--- src/rtl/vga_if.sv ---
// vga_if: VGA timing and pixel bundle passed between draw-chain stages.
interface vga_if;
    logic [10:0] hcount;
    logic [10:0] vcount;
    logic        hsync;
    logic        vsync;
    logic        hblnk;
    logic        vblnk;
    logic [11:0] rgb;

    modport vga_in  (input  hcount, vcount, hsync, vsync, hblnk, vblnk, rgb);
    modport vga_out (output hcount, vcount, hsync, vsync, hblnk, vblnk, rgb);
endinterface

--- src/rtl/hp_bar_array.sv ---
// hp_bar_array: per-player HP, ghost bar and hit-immunity tracking with a registered bar overlay.
// Optional feature macro HP_BAR_FLASH_EN: HP region flashes white while a player is immune.
module hp_bar_array #(
    parameter int unsigned N_PLAYERS   = 2,
    parameter int unsigned HP_W        = 10,
    parameter int unsigned HEALTH_MAX  = 500,
    parameter int unsigned HEAL_AMT    = 25,
    parameter int unsigned IFRAMES     = 30,
    parameter int unsigned DRAIN_STEP  = 2,
    parameter int unsigned BAR_X0      = 8,
    parameter int unsigned BAR_PITCH   = 508,
    parameter int unsigned BAR_Y_START = 6,
    parameter int unsigned BAR_Y_END   = 26,
    parameter logic [11:0] BAR_COLOR   = 12'hF00,
    parameter logic [11:0] GHOST_COLOR = 12'hFF0
) (
    input  logic                        clk,
    input  logic                        rst,
    input  logic                        round_rst_i,
    input  logic [N_PLAYERS-1:0]        hit_i,
    input  logic [HP_W-1:0]             dmg_i,
    input  logic [N_PLAYERS-1:0]        heal_i,
    output logic [N_PLAYERS*HP_W-1:0]   hp_o,
    output logic [N_PLAYERS-1:0]        dead_o,
    output logic [N_PLAYERS-1:0]        immune_o,
    vga_if.vga_in                       vga_in,
    vga_if.vga_out                      vga_out
);

    localparam int unsigned IfW = $clog2(IFRAMES + 1);
    localparam int unsigned XW  = 16;

    logic [HP_W-1:0]      hp_q     [N_PLAYERS];
    logic [HP_W-1:0]      hp_d     [N_PLAYERS];
    logic [HP_W-1:0]      ghost_q  [N_PLAYERS];
    logic [HP_W-1:0]      ghost_d  [N_PLAYERS];
    logic [IfW-1:0]       iframe_q [N_PLAYERS];
    logic [IfW-1:0]       iframe_d [N_PLAYERS];
    logic [HP_W:0]        heal_sum [N_PLAYERS];
    logic [11:0]          hp_color [N_PLAYERS];
    logic [N_PLAYERS-1:0] dead_q, dead_d;
    logic [N_PLAYERS-1:0] accept;
    logic [N_PLAYERS-1:0] hp_in, gh_in;
    logic [7:0]           frame_cnt_q, frame_cnt_d;
    logic                 vblnk_prev_q;
    logic                 frame_tick;
    logic                 unused_frame_cnt;

    logic [XW-1:0]        hc, vc;
    logic                 in_rows;
    logic [11:0]          pix_rgb;

    logic [10:0]          hcount_q, vcount_q;
    logic                 hsync_q, vsync_q, hblnk_q, vblnk_q;
    logic [11:0]          rgb_q;

    assign frame_tick       = vga_in.vblnk & ~vblnk_prev_q;
    assign frame_cnt_d      = round_rst_i ? 8'd0 : frame_cnt_q + {7'd0, frame_tick};
    assign unused_frame_cnt = ^frame_cnt_q;

    assign hc      = XW'(vga_in.hcount);
    assign vc      = XW'(vga_in.vcount);
    assign in_rows = (vc >= XW'(BAR_Y_START)) && (vc < XW'(BAR_Y_END));
    assign dead_o  = dead_q;

    for (genvar gi = 0; gi < N_PLAYERS; gi++) begin : g_player
        localparam int unsigned Left = BAR_X0 + gi * BAR_PITCH;
        localparam logic [XW-1:0] LeftX  = XW'(Left);
        localparam logic [XW-1:0] RightX = XW'(Left + HEALTH_MAX);

        assign accept[gi]   = hit_i[gi] && (iframe_q[gi] == '0) && !dead_q[gi];
        assign heal_sum[gi] = {1'b0, hp_q[gi]} + (HP_W+1)'(HEAL_AMT);
        assign hp_o[gi*HP_W +: HP_W] = hp_q[gi];
        assign immune_o[gi] = |iframe_q[gi];

        // Even bars grow from their right edge, odd bars from their left edge.
        if ((gi % 2) == 0) begin : g_right
            assign hp_in[gi] = in_rows && (hc >= RightX - XW'(hp_q[gi])) && (hc < RightX);
            assign gh_in[gi] = in_rows && (hc >= RightX - XW'(ghost_q[gi])) && (hc < RightX);
        end else begin : g_left
            assign hp_in[gi] = in_rows && (hc >= LeftX) && (hc < LeftX + XW'(hp_q[gi]));
            assign gh_in[gi] = in_rows && (hc >= LeftX) && (hc < LeftX + XW'(ghost_q[gi]));
        end

`ifdef HP_BAR_FLASH_EN
        assign hp_color[gi] = (immune_o[gi] && frame_cnt_q[2]) ? 12'hFFF : BAR_COLOR;
`else
        assign hp_color[gi] = BAR_COLOR;
`endif
    end

    always_comb begin
        dead_d = dead_q;
        for (int i = 0; i < int'(N_PLAYERS); i++) begin
            hp_d[i]     = hp_q[i];
            ghost_d[i]  = ghost_q[i];
            iframe_d[i] = iframe_q[i];
            dead_d[i]   = dead_q[i] | (hp_q[i] == '0);

            if (accept[i]) begin
                hp_d[i]     = (hp_q[i] > dmg_i) ? hp_q[i] - dmg_i : '0;
                iframe_d[i] = IfW'(IFRAMES);
            end else begin
                if (heal_i[i] && !dead_q[i]) begin
                    hp_d[i] = (heal_sum[i] > (HP_W+1)'(HEALTH_MAX)) ? HP_W'(HEALTH_MAX)
                                                                     : heal_sum[i][HP_W-1:0];
                end
                if (frame_tick && (iframe_q[i] != '0)) begin
                    iframe_d[i] = iframe_q[i] - 1'b1;
                end
            end

            // Ghost never falls below live HP; it drains toward the post-update HP.
            if (ghost_d[i] < hp_d[i]) begin
                ghost_d[i] = hp_d[i];
            end
            if (frame_tick && (ghost_d[i] > hp_d[i])) begin
                if ((ghost_d[i] - hp_d[i]) > HP_W'(DRAIN_STEP)) begin
                    ghost_d[i] = ghost_d[i] - HP_W'(DRAIN_STEP);
                end else begin
                    ghost_d[i] = hp_d[i];
                end
            end

            if (round_rst_i) begin
                hp_d[i]     = HP_W'(HEALTH_MAX);
                ghost_d[i]  = HP_W'(HEALTH_MAX);
                iframe_d[i] = '0;
                dead_d[i]   = 1'b0;
            end
        end
    end

    // Descending scan so the lowest-indexed bar wins on overlap.
    always_comb begin
        pix_rgb = vga_in.rgb;
        for (int i = int'(N_PLAYERS) - 1; i >= 0; i--) begin
            if (hp_in[i]) begin
                pix_rgb = hp_color[i];
            end else if (gh_in[i]) begin
                pix_rgb = GHOST_COLOR;
            end
        end
    end

    always_ff @(posedge clk or posedge rst) begin
        if (rst) begin
            for (int i = 0; i < int'(N_PLAYERS); i++) begin
                hp_q[i]     <= HP_W'(HEALTH_MAX);
                ghost_q[i]  <= HP_W'(HEALTH_MAX);
                iframe_q[i] <= '0;
            end
            dead_q       <= '0;
            frame_cnt_q  <= 8'd0;
            vblnk_prev_q <= 1'b0;
        end else begin
            for (int i = 0; i < int'(N_PLAYERS); i++) begin
                hp_q[i]     <= hp_d[i];
                ghost_q[i]  <= ghost_d[i];
                iframe_q[i] <= iframe_d[i];
            end
            dead_q       <= dead_d;
            frame_cnt_q  <= frame_cnt_d;
            vblnk_prev_q <= vga_in.vblnk;
        end
    end

    always_ff @(posedge clk or posedge rst) begin
        if (rst) begin
            hcount_q <= '0;
            vcount_q <= '0;
            hsync_q  <= 1'b0;
            vsync_q  <= 1'b0;
            hblnk_q  <= 1'b0;
            vblnk_q  <= 1'b0;
            rgb_q    <= '0;
        end else begin
            hcount_q <= vga_in.hcount;
            vcount_q <= vga_in.vcount;
            hsync_q  <= vga_in.hsync;
            vsync_q  <= vga_in.vsync;
            hblnk_q  <= vga_in.hblnk;
            vblnk_q  <= vga_in.vblnk;
            rgb_q    <= pix_rgb;
        end
    end

    assign vga_out.hcount = hcount_q;
    assign vga_out.vcount = vcount_q;
    assign vga_out.hsync  = hsync_q;
    assign vga_out.vsync  = vsync_q;
    assign vga_out.hblnk  = hblnk_q;
    assign vga_out.vblnk  = vblnk_q;
    assign vga_out.rgb    = rgb_q;

endmodule

--- src/flat_wrapper.sv ---
// flat-port wrapper written by rule: the top's interface ports become plain ports
module hp_bar_array_flat 
#(
    parameter int unsigned N_PLAYERS   = 2,
    parameter int unsigned HP_W        = 10,
    parameter int unsigned HEALTH_MAX  = 500,
    parameter int unsigned HEAL_AMT    = 25,
    parameter int unsigned IFRAMES     = 30,
    parameter int unsigned DRAIN_STEP  = 2,
    parameter int unsigned BAR_X0      = 8,
    parameter int unsigned BAR_PITCH   = 508,
    parameter int unsigned BAR_Y_START = 6,
    parameter int unsigned BAR_Y_END   = 26,
    parameter logic [11:0] BAR_COLOR   = 12'hF00,
    parameter logic [11:0] GHOST_COLOR = 12'hFF0
)
  (clk, rst, round_rst_i, hit_i, dmg_i, heal_i, hp_o, dead_o, immune_o, vga_in_hcount, vga_in_vcount, vga_in_hsync, vga_in_vsync, vga_in_hblnk, vga_in_vblnk, vga_in_rgb, vga_out_hcount, vga_out_vcount, vga_out_hsync, vga_out_vsync, vga_out_hblnk, vga_out_vblnk, vga_out_rgb);
  vga_if vga_in_i ();
  vga_if vga_out_i ();
  input  logic clk;
  input  logic rst;
  input  logic round_rst_i;
  input  logic [N_PLAYERS-1:0] hit_i;
  input  logic [HP_W-1:0] dmg_i;
  input  logic [N_PLAYERS-1:0] heal_i;
  output logic [N_PLAYERS*HP_W-1:0] hp_o;
  output logic [N_PLAYERS-1:0] dead_o;
  output logic [N_PLAYERS-1:0] immune_o;
  input wire logic [$bits(vga_in_i.hcount)-1:0] vga_in_hcount;
  input wire logic [$bits(vga_in_i.vcount)-1:0] vga_in_vcount;
  input wire logic [$bits(vga_in_i.hsync)-1:0] vga_in_hsync;
  input wire logic [$bits(vga_in_i.vsync)-1:0] vga_in_vsync;
  input wire logic [$bits(vga_in_i.hblnk)-1:0] vga_in_hblnk;
  input wire logic [$bits(vga_in_i.vblnk)-1:0] vga_in_vblnk;
  input wire logic [$bits(vga_in_i.rgb)-1:0] vga_in_rgb;
  output wire logic [$bits(vga_out_i.hcount)-1:0] vga_out_hcount;
  output wire logic [$bits(vga_out_i.vcount)-1:0] vga_out_vcount;
  output wire logic [$bits(vga_out_i.hsync)-1:0] vga_out_hsync;
  output wire logic [$bits(vga_out_i.vsync)-1:0] vga_out_vsync;
  output wire logic [$bits(vga_out_i.hblnk)-1:0] vga_out_hblnk;
  output wire logic [$bits(vga_out_i.vblnk)-1:0] vga_out_vblnk;
  output wire logic [$bits(vga_out_i.rgb)-1:0] vga_out_rgb;
  assign vga_in_i.hcount = vga_in_hcount;
  assign vga_in_i.vcount = vga_in_vcount;
  assign vga_in_i.hsync = vga_in_hsync;
  assign vga_in_i.vsync = vga_in_vsync;
  assign vga_in_i.hblnk = vga_in_hblnk;
  assign vga_in_i.vblnk = vga_in_vblnk;
  assign vga_in_i.rgb = vga_in_rgb;
  assign vga_out_hcount = vga_out_i.hcount;
  assign vga_out_vcount = vga_out_i.vcount;
  assign vga_out_hsync = vga_out_i.hsync;
  assign vga_out_vsync = vga_out_i.vsync;
  assign vga_out_hblnk = vga_out_i.hblnk;
  assign vga_out_vblnk = vga_out_i.vblnk;
  assign vga_out_rgb = vga_out_i.rgb;
  hp_bar_array #(.N_PLAYERS(N_PLAYERS), .HP_W(HP_W), .HEALTH_MAX(HEALTH_MAX), .HEAL_AMT(HEAL_AMT), .IFRAMES(IFRAMES), .DRAIN_STEP(DRAIN_STEP), .BAR_X0(BAR_X0), .BAR_PITCH(BAR_PITCH), .BAR_Y_START(BAR_Y_START), .BAR_Y_END(BAR_Y_END), .BAR_COLOR(BAR_COLOR), .GHOST_COLOR(GHOST_COLOR)) u_core (.clk(clk), .rst(rst), .round_rst_i(round_rst_i), .hit_i(hit_i), .dmg_i(dmg_i), .heal_i(heal_i), .hp_o(hp_o), .dead_o(dead_o), .immune_o(immune_o), .vga_in(vga_in_i), .vga_out(vga_out_i));
endmodule
--- config.mk ---
export PLATFORM = sky130hd
export DESIGN_NAME = hp_bar_array_flat
export DESIGN_NICKNAME = d
export VERILOG_FILES = /design/src/rtl/vga_if.sv /design/src/rtl/hp_bar_array.sv /design/src/flat_wrapper.sv
export SDC_FILE = /design/constraint.sdc
export NUM_CORES = 1
export LEC_CHECK = 0
export CAP_MARGIN = 20
export CORE_MARGIN = 2
export CORE_UTILIZATION = 50
export CTS_CLUSTER_SIZE = 8
export DETAILED_ROUTE_END_ITERATION = 16
export GPL_TIMING_DRIVEN = 0
export PLACE_DENSITY = 0.73
export SLEW_MARGIN = 20
export SYNTH_ARGS = -nofsm -noshare
export SYNTH_HDL_FRONTEND = slang
export SYNTH_SLANG_ARGS = --single-unit
--- constraint.sdc ---
create_clock -name clk -period 14.55 [get_ports clk]
set_input_delay 1.455 -clock clk [delete_from_list [all_inputs] [get_ports clk]]
set_output_delay 1.455 -clock clk [all_outputs]
set_load 0.005 [all_outputs]
==> summary.md, run 1 <==
| Metric | Value |
|---|---|
| Status | `complete, no violations` |
| Worst reg2reg setup slack | `approximately 5.7 ns` |
| Top Usage Layer GRT | `met2` |
| Synth-to-Final Area Change | `19.34%` |
| H-tree levels | `3` |
| Worst stage delay on the critical path | `0.65 ns` |
| Core area | `17900 um^2` |
| Top Ports | `~120` |
| Fmax | `101.9 MHz` |
| Max FO, Critical Path | `10` |
| Post-Syn Nets | `1259` |
| Slew Limit Fails | `0` |
| First-pass DRT Iterations | `5` |
| Synth top area cells | `dfrtp_1 18%, ha_1 15%, dfstp_2 7.0%` |
| Setup violations, final | `0` |
| RSZ-0062 raised after global routing | `false` |
| Via count | `9190` |
| Hold path start | `u_core.iframe_q[9]` |
| Layout cell share with drive strength beyond 1 | `under 10%` |
| Drt total wl | `around 29000 um` |
| # DRC | `0` |
| Most used DFF post-synth | `dfrtp_1` |
| Synth top area share | `18.21%` |
| First-pass GRT wire length | `45850 um` |
| Reg clk slew, reported paths | `0.07 ns` |
| Synthesized cell area | `between 9000 and 10000 um^2` |
| Crit start category | `input pin` |
| WP data required | `14.75 ns` |
| Mapped Cells | `1089` |
| Post-synth EDFFs | `0` |
| Hold Crit Depth | `2` |
| Cell taking the most area after synthesis | `dfrtp_1` |
| Most used cell, CP | `ha_1` |
| Die ar. | `19230 um^2` |
| Worst Max-Slew Pin Slew | `0.9276 ns` |
| Gr usage total | `roughly 29%` |
| # nets final | `1386` |
| Setup Buffers After CTS | `0` |
| GR met1 Demand/Resource | `41.22%` |
| CTS tree | `done` |
| Critical Path AT | `10.02 ns` |
| Cts hold-fix bufs | `0` |
| Crit path capture type | `register` |
| Max Cap Viol | `0` |
| Clock Tree Buf Depth | `2` |
| GPL Wtd Cong | `1.005` |
| Post_cts resized | `0` |
| Final ANT Viol Nets | `0` |
| Setup_tns | `0 ns` |
| Yosys Warn Count | `0` |
| I/O Buffers | `115` |
| Clock insertion delay at the later pin of the skew report | `0.37 ns` |
| Worst r2r src | `u_core.hp_o[0]` |
| Starting Density | `50.66%` |
| HP Class | `reg -> reg` |
| Sequential-to-total area share from yosys stat | `25.17%` |
| Initial antenna violation count | `0` |
| RR Endpoint | `u_core.ghost_q[13]` |
| Die width | `approximately 140 um` |
| Drt via density | `6.338` |
| Post-DP HPWL | `22350 um` |
| Clock sink total | `90` |
| Largest net degree at the start of global routing | `47` |
| Worst Hold End | `u_core.iframe_q[9]` |
| Met2 usage in global routing | `46.69%` |
| Worst-case reg-to-reg path depth | `31` |
| Fillers | `1598` |
| M3 GR Usage | `~5%` |
| Overflow after GRT | `0` |
| Fin crit period | `9.814 ns` |
| Fraction of registers with async set/reset | `100.0%` |
| Clk_skew | `0.007966 ns` |
| Final Cycle Share | `67.45%` |
| Fin. Hold Viols | `0` |
| # diodes | `0` |
| Vias in the first global route | `8610` |
| Netlist cell types | `82` |
| WL/cell | `about 20 um` |
| CTS root buffer | `clkbuf_16` |
| Num CTS Buffers | `9` |
| CP Class | `in -> reg` |
| Top delay family on crit path | `compound AO/OA/AOI/OAI gates` |
| CP Buf/Inv Count | `5` |
| Rel. slew slack | `37.74%` |
| Die outline height | `about 140 um` |
| Synth Area per Inst | `8.328 um^2` |
| Synth Register Bits | `90` |
| Rows | `49` |
| CP max-delay cell | `o41ai_1` |
| Drt initial violations | `904` |
## placed cells by master (no fill, tap or decap), drive strengths merged, types with 20 or more instances in the layout
cell	count
nand3	33
nor3	46
dfrtp	66
a21o	36
nand2	84
nor2	94
dfstp	24
a21oi	46
xnor2	31
ha	111
clkbuf	37
inv	76
a211oi	20
o21ai	56
clkdlybuf4s50	115
## cell usage after synthesis, types with 17 or more instances
cell	instances
a21oi_1	46
dfrtp_1	66
nor2_1	93
inv_1	73
a21o_1	36
xnor2_1	31
nand2_1	84
dfstp_2	24
ha_1	111
clkbuf_1	27
nand4_1	17
nand3_1	32
nor3_1	46
o211ai_1	19
a211oi_1	18
o21ai_0	54
xor2_1	19
## worst reg2reg max path: cells and delay by family, from the launching register on
kind | cells | cell delay [ns]
compound gates | 15 | 4.28
fa+ha+maj | 5 | 1.45
buf+inv | 5 | 1.08
flops | 1 | 0.56
simple gates | 6 | 1.36
## routing by layer
metal  wire length, um  vias to the layer above
met3              2581                       74
met1             12670                     4261
li1                  -                     4365
met5                 0                        -
met4               791                        0
met2             12630                      490
## how the worst max path moves through the flow
stage	end	depth (start not counted)	startpoint	slack, ns
after global routing	u_core.ghost_q[13]	31	dmg_i[0]	3.97
after floorplan	u_core.ghost_q[13]	29	dmg_i[0]	6.46
after detailed placement	u_core.ghost_q[19]	30	dmg_i[0]	4.67
after CTS	u_core.ghost_q[13]	31	dmg_i[0]	4.93
final	u_core.ghost_q[13]	31	dmg_i[0]	4.74
after global placement	u_core.ghost_q[19]	30	dmg_i[0]	4.71
## layout make-up
cell class | instances | area (um^2) | share of cell area [%]
buffer | 38 | 158.9 | 1.468
clock buffer | 9 | 225.2 | 2.081
clock inverter | 7 | 60.06 | 0.5549
inverter | 73 | 279.0 | 2.578
multi-input combinational | 888 | 6360 | 58.76
sequential | 90 | 2282 | 21.09
tap | 229 | 286.5 | 2.647
timing repair buffer | 116 | 1171 | 10.82
## registers in the layout (all words and copies together), names as in the netlist
name,cells
u_core.ghost_q,20
u_core.hp_o,20
u_core.vga_out.rgb,12
u_core.vga_out.hcount,11
u_core.vga_out.vcount,11
u_core.iframe_q,10
u_core.dead_o,2
u_core.vblnk_prev_q,1
u_core.vga_out.hblnk,1
u_core.vga_out.hsync,1
u_core.vga_out.vsync,1
## kinds of logic (layout without fill, tap and decap cells)
| kind of cell | count (synthesis) | after routing | share of synthesized area, % |
|---|---|---|---|
| buffers and inverters | 111 | 243 | 4.774 |
| AND/OR/NAND/NOR | 385 | 385 | 21.70 |
| flip-flops | 90 | 90 | 25.17 |
| adder cells (fa/ha/maj) | 115 | 115 | 16.20 |
| multiplexers | 15 | 15 | 1.697 |
| XOR/XNOR | 50 | 50 | 4.829 |
| AO/OA/AOI/OAI | 323 | 323 | 25.64 |
## per-stage QoR
| stage | instances | area, um^2 | utilization, % | setup slack [ns] | hold WS (ns) |
|---|---|---|---|---|---|
| after floorplan | 1089 | 9069 | - | 6.463 | 0.4832 |
| after global placement | 1433 | 10510 | 58.69 | 4.711 | 0.5142 |
| after detailed placement | 1434 | 10540 | 58.86 | 4.673 | 0.5304 |
| after CTS | 1450 | 10820 | 60.46 | 4.930 | 0.5547 |
| after global routing | 1450 | 10820 | 60.46 | 3.969 | 0.5771 |
| final | 1450 | 10820 | 60.46 | 4.736 | 0.5560 |
Power of run 1 is not shown: default switching activity piles up to over one toggle a cycle in this logic, so the estimate is an artifact.
==> inputs of run 2 (changes only) <==
==> constraint.sdc (replaced) <==
create_clock -name clk -period 9.82 [get_ports clk]
set_input_delay 0.982 -clock clk [delete_from_list [all_inputs] [get_ports clk]]
set_output_delay 0.982 -clock clk [all_outputs]
set_load 0.005 [all_outputs]
==> summary.md, run 2 (synthesized netlist as in run 1, its figures left out) <==
| Metric | Value |
|---|---|
| Status | `complete, no violations (unchanged)` |
| Placed cells | `1434 (unchanged)` |
| Critical Path AT | `9.33 ns (was 10.02 ns)` |
| Crit start category | `input pin (unchanged)` |
| Clk_skew | `0.008181 ns (was 0.007966 ns)` |
| Rows | `49 (unchanged)` |
| # diodes | `0 (unchanged)` |
| Rel. slew slack | `37.87% (was 37.74%)` |
| WL/cell | `19.87 um (was 19.77 um)` |
| Die outline height | `138.7 um (unchanged)` |
| Max FO, Critical Path | `10 (unchanged)` |
| Design area | `10830 um^2 (was 10820 um^2)` |
| Routed wl met3 | `2524 um (was 2581 um)` |
| Final ANT Viol Nets | `0 (unchanged)` |
| I/O Buffers | `115 (unchanged)` |
| Via count | `9219 (was 9190)` |
| Most used cell, CP | `ha_1 (unchanged)` |
| Initial antenna violation count | `0 (unchanged)` |
| Most frequent cells in the layout | `115 x clkdlybuf4s50_1, 111 x ha_1, 93 x nor2_1 (unchanged)` |
| Drt via density | `6.358 (was 6.338)` |
| Layout cell share with drive strength beyond 1 | `6.716% (was 6.634%)` |
| Die ar. | `19230 um^2 (unchanged)` |
| Fin util | `60.50% (was 60.46%)` |
| First-pass GRT wire length | `45850 um (unchanged)` |
| Clock Tree Buf Depth | `2 (unchanged)` |
| RSZ-0062 raised after global routing | `false (unchanged)` |
| Reg clk slew, reported paths | `0.07 ns (about the same)` |
| Drt total wl | `28820 um (was 28670 um)` |
| Gr usage total | `29.44% (unchanged)` |
| WP data required | `10.04 ns (was 14.75 ns)` |
| # nets final | `1386 (unchanged)` |
| Worst stage delay on the critical path | `0.56 ns (was 0.65 ns)` |
| Setup_tns | `0 ns (unchanged)` |
| Die width | `138.7 um (unchanged)` |
| Crit path capture type | `register (unchanged)` |
| Overflow after GRT | `0 (unchanged)` |
| Met2 WL | `12720 um (was 12630 um)` |
| Slew Limit Fails | `0 (unchanged)` |
| Setup violations, final | `0 (unchanged)` |
| Largest net degree at the start of global routing | `47 (unchanged)` |
| GPL Wtd Cong | `1.005 (unchanged)` |
| Drt initial violations | `888 (was 904)` |
| Vias in the first global route | `8610 (unchanged)` |
| Final non-filler cell total | `1450 (unchanged)` |
| Max Cap Viol | `0 (unchanged)` |
| Final Cycle Share | `92.76%` |
| Post-DP HPWL | `22350 um (unchanged)` |
| CP max-delay cell | `clkdlybuf4s50_1 (was o41ai_1)` |
| Top Metal Used | `met4 (unchanged)` |
| Num CTS Buffers | `9 (unchanged)` |
| First-pass DRT Iterations | `6 (was 5)` |
| Fin crit period | `9.109 ns` |
| Area post-placement | `10540 um^2 (unchanged)` |
| Fmax | `between 100 and 150 MHz` |
| # DRC | `0 (unchanged)` |
| Clock insertion delay at the later pin of the skew report | `0.37 ns (about the same)` |
| Synth-to-Final Area Change | `19.44% (was 19.34%)` |
| Core area | `17900 um^2 (unchanged)` |
| CTS tree | `done (unchanged)` |
| Fin. Hold Viols | `0 (unchanged)` |
| Worst Max-Slew Pin Slew | `0.9257 ns (was 0.9276 ns)` |
| Clock sink total | `90 (unchanged)` |
| Commonest non-fill, non-tap cell in the layout | `clkdlybuf4s50_1 (unchanged)` |
| CP Class | `in -> reg (unchanged)` |
| HP Class | `reg -> reg (unchanged)` |
| Starting Density | `50.66% (unchanged)` |
| Top Ports | `117 (unchanged)` |
| H-tree levels | `3 (unchanged)` |
| CTS root buffer | `clkbuf_16 (unchanged)` |
| Met1 wire length | `12820 um (was 12670 um)` |
[run 2: cell counts in the layout (fill, tap and decap cells not counted)]
Identical to the previous run, type by type.
[run 2: metal layers]
metal / global-route usage, % / up-vias
met5: 0 / -
li1: - / 4360
met4: 9.516 / 0
met2: 46.69 / 492
met1: 41.22 / 4300
met3: 4.903 / 67
[run 2: worst paths after layout]
kind / start / slack (ns) / depth (start not counted) / to
max: dmg_i[0] / 0.71 / 31 / u_core.ghost_q[13]
max reg2reg: u_core.hp_o[0] / 1.18 / 31 / u_core.ghost_q[13]
min in group asynchronous: rst / 1.00 / 2 / u_core.dead_o[0]
min: u_core.iframe_q[4] / 0.56 / 2 / u_core.iframe_q[4]
min reg2reg: u_core.iframe_q[4] / 0.56 / 2 / u_core.iframe_q[4]
max in group asynchronous: rst / 8.15 / 3 / u_core.ghost_q[4]
[run 2: critical path: cells and delay by family]
kind / cells / cell delay (ns)
AOI/OAI and AO/OA: 15 / 4.14
and+or+nand+nor: 6 / 1.14
adders and majority gates: 5 / 1.59
buffers and inverters: 5 / 1.48
[run 2: per-stage QoR]
stage / hold WS [ns] / setup slack (ns)
5_1_grt: 0.5771 / 0.1474
2_1_floorplan: 0.4832 / 2.206
4_1_cts: 0.5547 / 0.6734
6_report: 0.5602 / 0.7109
3_3_place_gp: 0.5142 / 0.4536
3_5_place_dp: 0.5304 / 0.4162
[run 2: repair_timing]
item	4_1_cts	5_1_grt
buffers inserted	0	0
endpoints found under the setup margin	0	1
hold buffers	0	0
resized for setup	0	2
[run 2: area by class of cell]
class / count / area, um^2
clock inverters: 7 / 60.06
repair buffers: 116 / 1171
plain buffers: 38 / 158.9
clock buffers: 9 / 225.2
well taps: 229 / 286.5
flip-flops and latches: 90 / 2282
fillers: 1595 / 7071
multi-input cells: 888 / 6369
inverters: 73 / 279.0
Power of run 2 is left out for the same reason.
